## config.mk

```make
export PLATFORM = sky130hd
export DESIGN_NAME = quad_enc_ctrl
export DESIGN_NICKNAME = d
export VERILOG_FILES = /design/src/rtl/quad_enc_ctrl.sv
export SDC_FILE = /design/constraint.sdc
export NUM_CORES = 1
export LEC_CHECK = 0
export ABC_CLOCK_PERIOD_IN_PS = 5600
export CAP_MARGIN = 15
export CORE_MARGIN = 2
export CORE_UTILIZATION = 40
export DETAILED_ROUTE_END_ITERATION = 10
export PLACE_DENSITY = 0.59
export SLEW_MARGIN = 30
export SYNTH_ARGS = -nofsm -noshare
export SYNTH_HDL_FRONTEND = slang
export SYNTH_SLANG_ARGS = --single-unit
```

## constraint.sdc

```tcl
create_clock -name clk_i -period 5.6 [get_ports clk_i]
set_input_delay 0.56 -clock clk_i [delete_from_list [all_inputs] [get_ports clk_i]]
set_output_delay 0.56 -clock clk_i [all_outputs]
set_load 0.05 [all_outputs]
```

## src/rtl/quad_enc_ctrl.sv

```systemverilog
// Quadrature encoder controller: pin sync/filter, X4 decode, modulo position, index latch,
// threshold interrupt and index calibration FSM. Define QENC_VELOCITY_EN for windowed velocity.

module qenc_pin_filt #(
    parameter int SYNC_STAGES = 2,
    parameter int FILT_LEN    = 3
) (
    input  logic clk_i,
    input  logic reset_n,
    input  logic pin_i,
    output logic filt_o
);
    logic [SYNC_STAGES-1:0] sync_q;

    always_ff @(posedge clk_i or negedge reset_n) begin
        if (!reset_n) sync_q <= '0;
        else          sync_q <= {sync_q[SYNC_STAGES-2:0], pin_i};
    end

    generate
        if (FILT_LEN == 0) begin : g_bypass
            assign filt_o = sync_q[SYNC_STAGES-1];
        end else begin : g_filt
            localparam int RW = (FILT_LEN > 1) ? $clog2(FILT_LEN) : 1;
            logic [RW-1:0] run_q;
            logic          filt_q;

            // A change is accepted on the FILT_LEN-th consecutive differing sample.
            always_ff @(posedge clk_i or negedge reset_n) begin
                if (!reset_n) begin
                    run_q  <= '0;
                    filt_q <= 1'b0;
                end else if (sync_q[SYNC_STAGES-1] == filt_q) begin
                    run_q <= '0;
                end else if (run_q == RW'(FILT_LEN - 1)) begin
                    filt_q <= sync_q[SYNC_STAGES-1];
                    run_q  <= '0;
                end else begin
                    run_q <= run_q + 1'b1;
                end
            end
            assign filt_o = filt_q;
        end
    endgenerate
endmodule

module quad_enc_ctrl #(
    parameter int COUNT_W     = 32,
    parameter int SYNC_STAGES = 2,
    parameter int FILT_LEN    = 3,
    parameter int VEL_W       = 16,
    parameter int VEL_WIN     = 1000
) (
    input  logic                     clk_i,
    input  logic                     reset_n,
    input  logic                     quad_a_i,
    input  logic                     quad_b_i,
    input  logic                     index_i,
    input  logic                     count_wr,
    input  logic                     thresh_wr,
    input  logic                     modulo_wr,
    input  logic                     cr_wr,
    input  logic [COUNT_W-1:0]       count_i,
    input  logic [COUNT_W-1:0]       thresh_i,
    input  logic [COUNT_W-1:0]       modulo_i,
    input  logic [3:0]               cr_i,
    input  logic                     calib_motor_stopped,
    output logic [COUNT_W-1:0]       count,
    output logic [COUNT_W-1:0]       latched_count,
    output logic                     dir_o,
    output logic                     thresh_irq,
    output logic                     index_irq,
    output logic                     err_irq,
    output logic                     calib_finished,
    output logic                     calib_stop_motor,
    output logic                     calib_busy,
    output logic signed [VEL_W-1:0]  velocity
);
    typedef enum logic [1:0] {ST_IDLE, ST_FIND_INDEX, ST_WAIT_STOP, ST_SET_POS} calib_state_e;

    logic [2:0] pin_raw, filt;
    assign pin_raw = {index_i, quad_b_i, quad_a_i};

    genvar gi;
    generate
        for (gi = 0; gi < 3; gi++) begin : g_pin
            qenc_pin_filt #(.SYNC_STAGES(SYNC_STAGES), .FILT_LEN(FILT_LEN)) u_pin (
                .clk_i   (clk_i),
                .reset_n (reset_n),
                .pin_i   (pin_raw[gi]),
                .filt_o  (filt[gi])
            );
        end
    endgenerate

    // Strobe order: {cr, modulo, thresh, count}
    logic [3:0] wr_vec, stb1_q, stb2_q, det_q;
    assign wr_vec = {cr_wr, modulo_wr, thresh_wr, count_wr};

    logic [1:0]          ab_prev_q;
    logic                idx_prev_q;
    logic [COUNT_W-1:0]  count_q, count_d, latched_q, thresh_q, modulo_q;
    logic [2:0]          cr_q;
    logic                dir_q, eq_q, ms_q;
    logic                thr_irq_q, idx_irq_q, err_irq_q, fin_q;
    calib_state_e        state_q, state_d;

    logic a_chg, b_chg, step, both_chg, step_up, idx_rise;
    logic abort, calib_load, calib_latch, idle_idx, latch_evt, idx_clear, cnt_eq;
    logic [COUNT_W-1:0] m_last, cnt_step, calib_val;

    assign a_chg    = filt[0] ^ ab_prev_q[0];
    assign b_chg    = filt[1] ^ ab_prev_q[1];
    assign step     = a_chg ^ b_chg;
    assign both_chg = a_chg & b_chg;
    assign step_up  = (filt[0] ^ ab_prev_q[1]) ^ cr_q[2];
    assign idx_rise = filt[2] & ~idx_prev_q;

    assign abort       = det_q[3] && !cr_i[3] && (state_q != ST_IDLE);
    assign calib_load  = (state_q == ST_SET_POS) && !abort;
    assign calib_latch = (state_q == ST_FIND_INDEX) && idx_rise && !abort;
    assign idle_idx    = (state_q == ST_IDLE) && idx_rise && cr_q[0];
    assign latch_evt   = idle_idx | calib_latch;
    assign idx_clear   = idle_idx & cr_q[1];
    assign cnt_eq      = (count_q == thresh_q);

    always_comb begin
        state_d = state_q;
        case (state_q)
            ST_IDLE:       if (det_q[3] && cr_i[3]) state_d = ST_FIND_INDEX;
            ST_FIND_INDEX: if (abort) state_d = ST_IDLE;
                           else if (idx_rise) state_d = ST_WAIT_STOP;
            ST_WAIT_STOP:  if (abort) state_d = ST_IDLE;
                           else if (ms_q) state_d = ST_SET_POS;
            ST_SET_POS:    state_d = ST_IDLE;
            default:       state_d = ST_IDLE;
        endcase
    end

    // Out-of-range values (>= modulo) wrap to the nearest end on their next step.
    always_comb begin
        m_last   = modulo_q - 1'b1;
        cnt_step = count_q;
        if (step_up) begin
            if (modulo_q != '0 && count_q >= m_last) cnt_step = '0;
            else                                     cnt_step = count_q + 1'b1;
        end else begin
            if (modulo_q != '0 && (count_q == '0 || count_q > m_last)) cnt_step = m_last;
            else                                                       cnt_step = count_q - 1'b1;
        end

        calib_val = count_q - latched_q;
        if (modulo_q != '0 && count_q < latched_q)
            calib_val = count_q + modulo_q - latched_q;

        count_d = count_q;
        if (calib_load)      count_d = calib_val;
        else if (det_q[0])   count_d = count_i;
        else if (idx_clear)  count_d = '0;
        else if (step)       count_d = cnt_step;
    end

    always_ff @(posedge clk_i or negedge reset_n) begin
        if (!reset_n) begin
            stb1_q     <= '0;
            stb2_q     <= '0;
            det_q      <= '0;
            ab_prev_q  <= '0;
            idx_prev_q <= 1'b0;
            count_q    <= '0;
            latched_q  <= '0;
            thresh_q   <= '1;
            modulo_q   <= '0;
            cr_q       <= '0;
            dir_q      <= 1'b0;
            eq_q       <= 1'b0;
            ms_q       <= 1'b0;
            thr_irq_q  <= 1'b0;
            idx_irq_q  <= 1'b0;
            err_irq_q  <= 1'b0;
            fin_q      <= 1'b0;
            state_q    <= ST_IDLE;
        end else begin
            stb1_q     <= wr_vec;
            stb2_q     <= stb1_q;
            det_q      <= stb1_q & ~stb2_q;
            ab_prev_q  <= filt[1:0];
            idx_prev_q <= filt[2];
            count_q    <= count_d;
            if (latch_evt) latched_q <= count_q;
            if (det_q[1])  thresh_q  <= thresh_i;
            if (det_q[2])  modulo_q  <= modulo_i;
            if (det_q[3])  cr_q      <= cr_i[2:0];
            if (step)      dir_q     <= step_up;
            eq_q       <= cnt_eq;
            ms_q       <= calib_motor_stopped;
            thr_irq_q  <= cnt_eq & ~eq_q;
            idx_irq_q  <= latch_evt;
            err_irq_q  <= both_chg;
            fin_q      <= calib_load;
            state_q    <= state_d;
        end
    end

    assign count            = count_q;
    assign latched_count    = latched_q;
    assign dir_o            = dir_q;
    assign thresh_irq       = thr_irq_q;
    assign index_irq        = idx_irq_q;
    assign err_irq          = err_irq_q;
    assign calib_finished   = fin_q;
    assign calib_busy       = (state_q != ST_IDLE);
    assign calib_stop_motor = (state_q == ST_WAIT_STOP) || (state_q == ST_SET_POS);

`ifdef QENC_VELOCITY_EN
    localparam int WW = $clog2(VEL_WIN);
    localparam logic signed [VEL_W-1:0] VMAX = {1'b0, {(VEL_W-1){1'b1}}};
    localparam logic signed [VEL_W-1:0] VMIN = -VMAX;

    logic [WW-1:0]            win_q;
    logic signed [VEL_W-1:0]  acc_q, acc_d, vel_q;
    logic                     step_applied;

    // Only steps that actually moved the count contribute.
    assign step_applied = step && !calib_load && !det_q[0] && !idx_clear;

    always_comb begin
        acc_d = acc_q;
        if (step_applied) begin
            if (step_up && acc_q != VMAX)       acc_d = acc_q + VEL_W'(1);
            else if (!step_up && acc_q != VMIN) acc_d = acc_q - VEL_W'(1);
        end
    end

    always_ff @(posedge clk_i or negedge reset_n) begin
        if (!reset_n) begin
            win_q <= '0;
            acc_q <= '0;
            vel_q <= '0;
        end else if (win_q == WW'(VEL_WIN - 1)) begin
            win_q <= '0;
            acc_q <= '0;
            vel_q <= acc_d;
        end else begin
            win_q <= win_q + 1'b1;
            acc_q <= acc_d;
        end
    end

    assign velocity = vel_q;
`else
    assign velocity = '0;
`endif
endmodule

```

==> flow_summary.json <==
{
  "status": "finished clean",
  "r2r_slack_ps": 410,
  "drive_gt1_frac": 0.0958,
  "die_x_um": 196,
  "overflow": 0,
  "start_util": 0.405,
  "io_pins": 197,
  "grt_pass1_wl_mm": 82.9,
  "vias": 13900,
  "wl_per_cell_um": 22.9,
  "cts_root_buf": "clkbuf_16",
  "fin_ws_ps": 412,
  "clock_sinks": 170,
  "dp_hpwl_mm": 42.3,
  "clk_pin_slew_worst_paths_ps": 80,
  "synth_seq_cells": 170,
  "yosysUniqueCellTypes": 73,
  "post-place-ws_ps": 171,
  "ys_seq_area_frac": 0.291,
  "cts_tree": "yes",
  "fill_cells": 3568,
  "crit_path_end_kind": "register",
  "slew_headroom": 0.324,
  "crit_required_ps": 5920,
  "vias_per_cell": 5.80,
  "routed_wl_mm": 54.9,
  "final.setup.tns_ps": 0,
  "r2r-start": "modulo_q[18]",
  "finalSetupViolCount": 0,
  "regArea_sq_um": 4300,
  "n_antenna_cell": 0,
  "maxSlewViolCount": 0,
  "synthArstFlopShare": 1.00,
  "grt_max_degree": 97,
  "period_needed_ps": 5190,
  "worstPathArrival_ps": 5510,
  "syn_inst": 1753,
  "syn-cell-area_sq_um": 14700,
  "die_area_sq_um": 38400,
  "grt_util_all_layers": 0.287,
  "ant_nets": 0,
  "cts_buffer_depth": 2,
  "fin_crit_sh": 0.927,
  "min_path_type": "input port to async pin",
  "hold_buffers": 0,
  "antenna_found_initial": 0,
  "tightest_slew_ps": 1010,
  "fmax_mhz": 193,
  "remaining_drc_errors": 0,
  "syn_to_final_growth_pct": 20.6,
  "critPathKind": "register to register",
  "timing.rr.end": "count[12]",
  "rsz0062_at_grt": "false",
  "ys_warn_count": 0,
  "fp.dieH_um": 196,
  "drv_cap": 0,
  "core-area_sq_um": 36400,
  "yosys_most_used_dff": "dfrtp_1",
  "final_core_util": 0.488,
  "r2r_cells": 17,
  "avgSynthCellArea_sq_um": 8.41,
  "cp_max_fo": 28,
  "hold_viol": 0,
  "dr.pass1.iters": 5,
  "drt_iter0_drc": 1160,
  "cts_buffers": 17,
  "htree_levels": 4,
  "finalClockSkew_ps": 18.2,
  "multi_input_area_sq_um": 9430,
  "synth_edf_count": 0,
  "grt_pass1_vias": 13400,
  "start_kind": "register",
  "rows": 70,
  "nets": 2162,
  "place_congestion": 0.957,
  "clock_latency_ps": 470,
  "portBuffers": 180
}
-- sequential cells by signal, summed over array words and instances (netlist names), 6 cells and up --
name                      cells
latched_count                32
thresh_q                     32
modulo_q                     32
g_pin.u_pin.g_filt.run_q      6
g_pin.u_pin.sync_q            6
count                        32
-- layout make-up --
type                            instances  share of cell area
Sequential cell                       170               0.242
Timing Repair Buffer                  230               0.123
Clock inverter                         14              0.0102
Tap cell                              468              0.0329
Clock buffer                           18              0.0247
Multi-Input combinational cell       1324               0.530
Inverter                              176              0.0372
-- worst max path at each step --
stage | slack (ps) | cells after the start | end | start
floorplan | 1220 | 15 | count[4] | modulo_q[2]
finish | 410 | 17 | count[12] | modulo_q[18]
detailed placement | 170 | 17 | count[12] | modulo_q[14]
global route | 70 | 19 | count[12] | modulo_q[8]
CTS | 150 | 17 | count[12] | modulo_q[13]
global placement | 410 | 17 | count[12] | modulo_q[13]
-- cell usage in the layout, fill, tap and decap left out, types with 8 or more instances in the layout --
cell type,synthesis,routed
a211oi_1,20,20
inv_1,174,173
or3_1,8,8
a21o_1,24,24
nand4_1,25,25
a21oi_1,114,114
xnor2_1,102,102
nor2b_1,18,18
and3_1,13,13
buf_4,18,48
nand2_1,157,157
mux2i_1,29,29
clkbuf_16,0,17
mux2_2,46,46
conb_1,1,16
o22ai_1,9,9
o211ai_1,13,13
nand2b_1,19,19
a221oi_1,23,23
xor2_1,55,55
nor2_1,109,109
a31oi_1,20,19
a22oi_1,8,8
dfrtp_1,138,137
dfstp_2,32,32
nor4_1,29,25
nor3_1,46,45
clkdlybuf4s50_1,0,179
fa_1,32,32
o21a_1,13,12
nand3_1,47,47
o21ai_0,128,128
ha_1,101,101
-- through the flow --
| stage | instances | hold WS [ps] | area, sq um |
|---|---|---|---|
| 3_5_place_dp | 2366 | 338 | 17100 |
| 3_3_place_gp | 2365 | 333 | 17100 |
| 5_1_grt | 2400 | 210 | 17800 |
| 2_1_floorplan | 1768 | 264 | 14800 |
| 6_report | 2400 | 159 | 17800 |
| 4_1_cts | 2398 | 179 | 17700 |
-- repair_timing --
action,4_1_cts,5_1_grt
gates resized for setup,0,3
setup endpoints to repair,0,29
setup buffers,0,2
-- worst max-delay path, cell delays in order (launching register included) --
cell and delay (ps):
dfrtp_1 440, nor4_2 540, nand3_1 230, nor4_1 330, buf_4 200, nand4_1 120
xor2_1 200, ha_1 330, nand4_1 220, nor4_2 430, o21ai_0 150, a31oi_1 300
o21a_2 430, buf_4 390, mux2i_1 120, a2111oi_0 390, or3_1 150, o21ai_0 80
-- per-layer routing --
layer	GRT usage	vias up	share of wire	routed length (um)
met3	0.0519	81	0.073	4000
met5	0	-	0	0
li1	-	6487	-	-
met4	0.0906	0	0.029	1570
met2	0.448	590	0.45	24500
met1	0.404	6750	0.45	24900
-- cells by family after synthesis --
logic type,Yosys count,share of synthesized area
simple gates,504,0.165
compound gates,439,0.189
buf+inv,274,0.0775
flops,170,0.291
xor+xnor,157,0.0932
fa+ha+maj,133,0.129
mux,75,0.0548
other cells,1,0.000254
-- cell usage after synthesis, types with 6 or more instances --
library cell	n	area share
dfrtp_1	138	0.23
nor4_1	29	0.012
or3_1	8	0.0034
o21a_1	13	0.0066
clkbuf_1	60	0.015
a221oi_1	23	0.014
a221o_1	7	0.0048
mux2_2	46	0.035
nand2b_1	19	0.0081
buf_2	12	0.0041
nor2b_1	18	0.0076
buf_4	18	0.0092
o31ai_1	7	0.0036
mux2i_1	29	0.020
a211oi_1	20	0.010
and4_1	6	0.0036
nor2_1	109	0.028
nand3_1	47	0.016
a21oi_1	114	0.039
o211ai_1	13	0.0066
and3_1	13	0.0055
a31oi_1	20	0.0085
ha_1	101	0.086
inv_1	174	0.044
a2111oi_0	6	0.0036
a21o_1	24	0.012
o21ai_0	128	0.043
a22oi_1	8	0.0041
nor3_1	46	0.016
a31o_2	6	0.0036
and2_1	7	0.0030
nand2_1	157	0.040
o22ai_1	9	0.0038
fa_1	32	0.043
dfstp_2	32	0.057
xor2_1	55	0.033
xnor2_1	102	0.061
nand4_1	25	0.011
Power is not shown: default switching activity piles up to over one toggle a cycle in this logic, so the estimate is an artifact.
